===== src/rtl/data_mem_arbiter.sv =====
// Two-port arbiter/sequencer in front of the single-port data memory.
// Each grant becomes one memory access cycle followed by a one-cycle response.
module data_mem_arbiter #(
    parameter int unsigned ARB_MODE = 0,
    parameter int unsigned MAX_WAIT = 8,
    parameter int unsigned DEPTH    = 101
) (
    input  logic        clk,
    input  logic        rst,
    input  logic        p0_req,
    input  logic        p0_we,
    input  logic [3:0]  p0_mask,
    input  logic [31:0] p0_addr,
    input  logic [31:0] p0_wdata,
    output logic        p0_gnt,
    output logic        p0_rvalid,
    output logic [31:0] p0_rdata,
    output logic        p0_err,
    input  logic        p1_req,
    input  logic        p1_we,
    input  logic [3:0]  p1_mask,
    input  logic [31:0] p1_addr,
    input  logic [31:0] p1_wdata,
    output logic        p1_gnt,
    output logic        p1_rvalid,
    output logic [31:0] p1_rdata,
    output logic        p1_err,
    output logic        mem_cs_n,
    output logic        mem_rd,
    output logic [3:0]  mem_mask,
    output logic [31:0] mem_addr,
    output logic [31:0] mem_wdata,
    input  logic [31:0] mem_rdata
);

    localparam int unsigned CW = (MAX_WAIT < 1) ? 1 : $clog2(MAX_WAIT + 1);

    typedef enum logic [1:0] {
        IDLE   = 2'd0,
        ACCESS = 2'd1,
        RESP   = 2'd2
    } state_t;

    state_t        state;
    logic          rr_ptr;
    logic [CW-1:0] wait_cnt;
    logic          sel_q;
    logic          we_q;
    logic          err_q;

    logic          arb;
    logic          pick1;
    logic          nx_we;
    logic          nx_err;
    logic [3:0]    nx_mask;
    logic [31:0]   nx_addr;
    logic [31:0]   nx_wdata;
    logic [31:0]   rd_word;

    // Arbitration is decided in the IDLE/RESP cycle so the grant and the payload capture share an edge.
    always_comb begin
        arb   = (state == IDLE) || (state == RESP);
        pick1 = p1_req;
        if (p0_req && p1_req) begin
            if (ARB_MODE == 0) begin
                pick1 = rr_ptr;
            end else begin
                pick1 = (wait_cnt == CW'(MAX_WAIT));
            end
        end
        p0_gnt   = arb && p0_req && !pick1;
        p1_gnt   = arb && p1_req && pick1;
        nx_we    = pick1 ? p1_we    : p0_we;
        nx_mask  = pick1 ? p1_mask  : p0_mask;
        nx_addr  = pick1 ? p1_addr  : p0_addr;
        nx_wdata = pick1 ? p1_wdata : p0_wdata;
        nx_err   = (nx_addr >= 32'(DEPTH)) || (!nx_we && (nx_mask > 4'd4));
        rd_word  = (we_q || err_q) ? 32'h0 : mem_rdata;
    end

    always_ff @(posedge clk or posedge rst) begin
        if (rst) begin
            state     <= IDLE;
            rr_ptr    <= 1'b0;
            wait_cnt  <= '0;
            sel_q     <= 1'b0;
            we_q      <= 1'b0;
            err_q     <= 1'b0;
            mem_cs_n  <= 1'b1;
            mem_rd    <= 1'b1;
            mem_mask  <= 4'h0;
            mem_addr  <= 32'h0;
            mem_wdata <= 32'h0;
            p0_rvalid <= 1'b0;
            p1_rvalid <= 1'b0;
            p0_rdata  <= 32'h0;
            p1_rdata  <= 32'h0;
            p0_err    <= 1'b0;
            p1_err    <= 1'b0;
        end else begin
            p0_rvalid <= 1'b0;
            p1_rvalid <= 1'b0;
            p0_rdata  <= 32'h0;
            p1_rdata  <= 32'h0;
            p0_err    <= 1'b0;
            p1_err    <= 1'b0;

            // Starvation guard: counts cycles port 1 waits, saturating at MAX_WAIT.
            if ((ARB_MODE != 0) && p1_req && !p1_gnt) begin
                if (wait_cnt != CW'(MAX_WAIT)) begin
                    wait_cnt <= wait_cnt + CW'(1);
                end
            end else begin
                wait_cnt <= '0;
            end

            case (state)
                ACCESS: begin
                    mem_cs_n  <= 1'b1;
                    mem_rd    <= 1'b1;
                    p0_rvalid <= !sel_q;
                    p1_rvalid <= sel_q;
                    p0_rdata  <= sel_q ? 32'h0 : rd_word;
                    p1_rdata  <= sel_q ? rd_word : 32'h0;
                    p0_err    <= !sel_q && err_q;
                    p1_err    <= sel_q && err_q;
                    state     <= RESP;
                end
                default: begin
                    if (p0_gnt || p1_gnt) begin
                        sel_q     <= p1_gnt;
                        we_q      <= nx_we;
                        err_q     <= nx_err;
                        mem_cs_n  <= nx_err;
                        mem_rd    <= nx_err || !nx_we;
                        mem_mask  <= nx_mask;
                        mem_addr  <= nx_addr;
                        mem_wdata <= nx_wdata;
                        rr_ptr    <= !p1_gnt;
                        state     <= ACCESS;
                    end else begin
                        state <= IDLE;
                    end
                end
            endcase
        end
    end

endmodule


===== config.mk =====
export PLATFORM = sky130hd
export DESIGN_NAME = data_mem_arbiter
export DESIGN_NICKNAME = d
export VERILOG_FILES = /design/src/rtl/data_mem_arbiter.sv
export SDC_FILE = /design/constraint.sdc
export NUM_CORES = 1
export LEC_CHECK = 0
export ABC_AREA = 1
export CAP_MARGIN = 20
export CORE_AREA = 2 2 122 124
export DETAILED_ROUTE_END_ITERATION = 12
export DIE_AREA = 0 0 124 126
export DONT_BUFFER_PORTS = 1
export PLACE_DENSITY_LB_ADDON = 0.3
export REMOVE_ABC_BUFFERS = 1
export SETUP_SLACK_MARGIN = 0.02
export SYNTH_ARGS = -nofsm -noshare
export SYNTH_HDL_FRONTEND = slang
export SYNTH_SLANG_ARGS = --single-unit

===== constraint.sdc =====
create_clock -name clk -period 7.2 [get_ports clk]
set_clock_uncertainty 0.2 [all_clocks]
set_input_delay 1.08 -clock clk [delete_from_list [all_inputs] [get_ports clk]]
set_output_delay 1.08 -clock clk [all_outputs]
set_load 0.01 [all_outputs]

[Word-level counts from Yosys, hierarchy flattened]
Cells that the tools add are included.
Cells by class
  $lt $le $gt $ge: 2
  eq/ne operators: 2
  multiplexer cells: 20
  bitwise gates (word level): 1
  reductions and logical operators: 20
Operators with widths (count)
  32-bit 2-to-1 mux: 7
  32-bit by 7-bit >= comparator with 1-bit output, second input constant: 1
  1-bit 2-to-1 mux: 11
  1-bit logical AND: 8
  1-bit logical OR: 5
  4-bit by 3-bit > comparator with 1-bit output, second input constant: 1
  1-bit logical NOT: 4
  4-bit 2-to-1 mux: 1
  2-bit by 1-bit equality test with 1-bit output, second input constant: 1
  2-bit equality test, second input constant: 1
  2-bit logical NOT: 1
  2-bit 2-to-1 mux: 1
  2-bit AND reduction: 1
  2-bit nonzero test: 1
  1-bit NOT: 1
Storage, ports and cells
  register bits after elaboration: 144
  output and inout bits: 140
  word-level logic and storage cells: 61

[Depth between registers and ports, before layout]
  depth after elaboration: 9
  gate-level depth with buffers: 13

[Least setup slack after synthesis]
Ideal clock, no wire load.
  kind: input port to output port
  start point: in p1_req
  end point: out p0_gnt
  arrival: 1.696 ns
  data required time: 5.920 ns
  setup slack: 4.224 ns
  stages: 5
  path buffers: 2
  path through: buf_4 -> nand2_8 -> inv_2 -> buf_2 -> nor2_1
Between the ends
  cells in the longest elaborated chain, start to end: 4
RTL lines
  from (decl): line 19  | input logic p1_req,
  1-bit logical AND: line 64  | if (p0_req && p1_req) begin
  1-bit 2-to-1 mux *: line 64
  1-bit logical NOT *: line 71  | p0_gnt = arb && p0_req && !pick1;
  1-bit logical AND *: line 71
  to (decl): line 15  | output logic p0_gnt,
Mark *: on every way between the ends. The rest lies on a longest branch, timed or not.

[Final worst setup path]
  start point: in p0_req
  end point: out p0_gnt
Between the ends
  cells in the longest elaborated chain, start to end: 4
RTL lines
  from (decl): line 10  | input logic p0_req,
  1-bit logical AND: line 64
  1-bit 2-to-1 mux: line 64
  1-bit logical NOT: line 71
  1-bit logical AND *: line 71
Marked as above.

==> impl_metrics.ini <==
[outcome]
outcome = completed

[finish]
final_cells = 857
fin_util = 0.460
drive_gt1_frac = 0.0654
nets = 835
syn_to_final_growth_pct = 11.1
n_antenna_cell = 0
design_area_um2 = 6580
fillers = 1387

[yosys]
yosysUniqueCellTypes = 24
yosysSeqAreaShare = 0.609
synth_top_family_by_area = simple AND/OR/NAND/NOR gates
yosys.area.top_type_share = 0.600
netlist_area_um2 = 5920
yosysWarnings = 0
synth-seq-cells = 144
synthMuxAreaShare = 0.00169
synth_top_area_cell = dfrtp_1
synthSimpleGateAreaFrac = 0.235
avgSynthCellArea_um2 = 8.71
synth_compound_area_frac = 0.0991
synth-adder-area-share = 0
synth_xor_area_frac = 0
syn_inst = 680
netlist_top_cells_area = dfrtp_1 (60%), nand2_1 (11%), nor2_1 (8.2%), a21oi_1 (5.6%), o21ai_0 (2.7%)

[placement]
dp_cells = 826
placed_area_um2 = 6010
detailed_place_hpwl_mm = 11.1
port_buffers = 0
gp_congestion = 0.799

[clock_network]
cts_inserted_buffers = 17
cts_hold_buf = 0
path_clk_slew_ns = 0.06
cts_root_buf = clkbuf_16
cts_buffer_depth = 2
cts_resized = 0
post_cts_buffers = 0
clock_latency_ns = 0.41
htree_levels = 4
cts_tree = built
clock_sinks = 144

[die]
ios = 314
num_rows = 44
die_area_um2 = 15600
die_w_um = 124
die_y_um = 126
core_um2 = 14300
initial_core_util = 0.414

[sta]
tightest_slew_ns = 1.07
finalHoldViolCount = 0
fin_crit_ns = 3.82
drv_slew = 0
rsz0062_at_grt = no
finalCritPeriodShare = 0.531
slew_headroom = 0.287
setup_viol = 0
tns_ns = 0
fmax_mhz = 261

[power]
power.density_nw_per_um2 = 330
p_sw_frac = 0.305
p_int_mw = 1.51
pwr-share-seq = 0.482
netSwitchingPower_uw = 662
clkPwrFrac = 0.394
leakage_nw = 3.10
combPwrFrac = 0.124
vdd_drop_max_v = 0.000150

[drt]
wl_met2_mm = 7.72
drt-met1-wl_mm = 5.98
top_layer_used = met4
wl_met3_mm = 1.82
ant_nets = 0
wire_per_inst_um = 18.6
dr.pass1.iters = 4
viasPerCell = 5.32
wirelength_mm = 16.0
drtIter0Drc = 254
vias = 4559
drc = 0

[setup_path]
startpoint_type = input pin
path_max_fanout = 82
rrSetupSlack_ns = 4.43
crit_arrival_ns = 2.54
endpoint_kind = primary output
crit_required_ns = 5.92
crit_type = input pin to primary output

[grt]
grt_pass1_vias = 4556
grt_pass1_wl_mm = 24.1
grt-ovfl-total = 0
grt_max_degree = 94
grt_usage = 0.202
antenna_found_initial = 0

[job]
cap_viol_max_count = 0

[min_path]
hold_path_class = register to register
[cell families (layout without fill, tap and decap cells)]
| kind of cell | count (synthesis) | count (layout) |
|---|---|---|
| AOI/OAI and AO/OA | 115 | 115 |
| and+or+nand+nor | 343 | 343 |
| buffers and inverters | 77 | 70 |
| muxes | 1 | 1 |
| DFF | 144 | 144 |
[registers in the layout, indices dropped and copies added, names as in the netlist, 2 cells and up]
register and cells:
mem_addr 32, mem_mask 4, p0_rdata 32, mem_wdata 32, state 2, p1_rdata 32
[critical path: stages]
cell	delay, ns
nand2_4	0.23
nand2_8	0.36
inv_2	0.63
nor2_1	0.24
[per-stage QoR]
stage / setup slack, ns / power (mW) / hold slack (ns)
3_5_place_dp: 3.34 / 1.33 / 0.244
3_3_place_gp: 3.43 / 1.32 / 0.240
5_1_grt: 3.22 / 2.29 / 0.284
6_report: 3.38 / 2.17 / 0.246
4_1_cts: 3.32 / 2.19 / 0.252
2_1_floorplan: 1.48 / 1.24 / 0.210
[cell usage after synthesis]
library cell    n
nand2_1       181
dfrtp_1       142
nor2_1        130
a21oi_1        66
inv_1          33
o21ai_0        32
nand3b_1       15
clkbuf_1       13
buf_2          12
buf_1          11
nand3_1        10
a31oi_1         9
o21ai_1         8
buf_4           4
inv_2           3
dfstp_2         2
or2_2           2
buf_6           1
mux2i_1         1
nand2_4         1
nand2_8         1
nand4_1         1
nor3_1          1
or2_0           1
[cells in the final DEF, fill, tap and decap left out, types with 2 or more instances in the layout]
cell        netlist  layout
nand2_1         181     181
or2_2             2       2
bufinv_16         0       2
clkbuf_1         13       2
nand3_1          10      10
o21ai_1           8       7
clkbuf_16         0      17
nor2_1          130     129
a21oi_1          66      66
dfrtp_1         142     142
clkinvlp_4        0       6
o21ai_0          32      32
nand3b_1         15      15
buf_4             4       2
dfstp_2           2       2
inv_6             0       3
inv_2             3       3
a31oi_1           9       9
inv_1            33      32
[power by group through the flow]
| stage | registers [mW] | logic (mW) | clock network, mW |
|---|---|---|---|
| finish | 1.04 | 0.270 | 0.854 |
| global route | 1.06 | 0.313 | 0.919 |
| CTS | 1.05 | 0.273 | 0.873 |
| detailed placement | 1.06 | 0.275 | 0 |
| global placement | 1.06 | 0.260 | 0 |
| floorplan | 1.03 | 0.210 | 0 |
[cell type report]
class | count | area (um^2) | share of cell area
clock buffers | 19 | 433 | 0.0658
repair buffers | 3 | 30.0 | 0.00457
well taps | 184 | 230 | 0.0350
multi-input cells | 459 | 2000 | 0.304
clock inverters | 12 | 136 | 0.0207
flip-flops and latches | 144 | 3610 | 0.548
inverters | 36 | 140 | 0.0213
[layer usage]
metal,vias to the layer above,track usage
met4,0,0.0826
met5,-,0
met3,30,0.0838
met2,247,0.333
met1,2178,0.231
li1,2104,-
[worst paths after layout]
path,start,cells after the start,end
worst max-delay path,p0_req,4,p0_gnt
worst min-delay path,state[1],1,state[1]
worst max register to register,rr_ptr,10,err_q
worst min register to register,state[1],1,state[1]
max in group asynchronous,rst,2,p0_rdata[8]
min in group asynchronous,rst,1,mem_wdata[10]
Power figures use the tool's default switching activity.
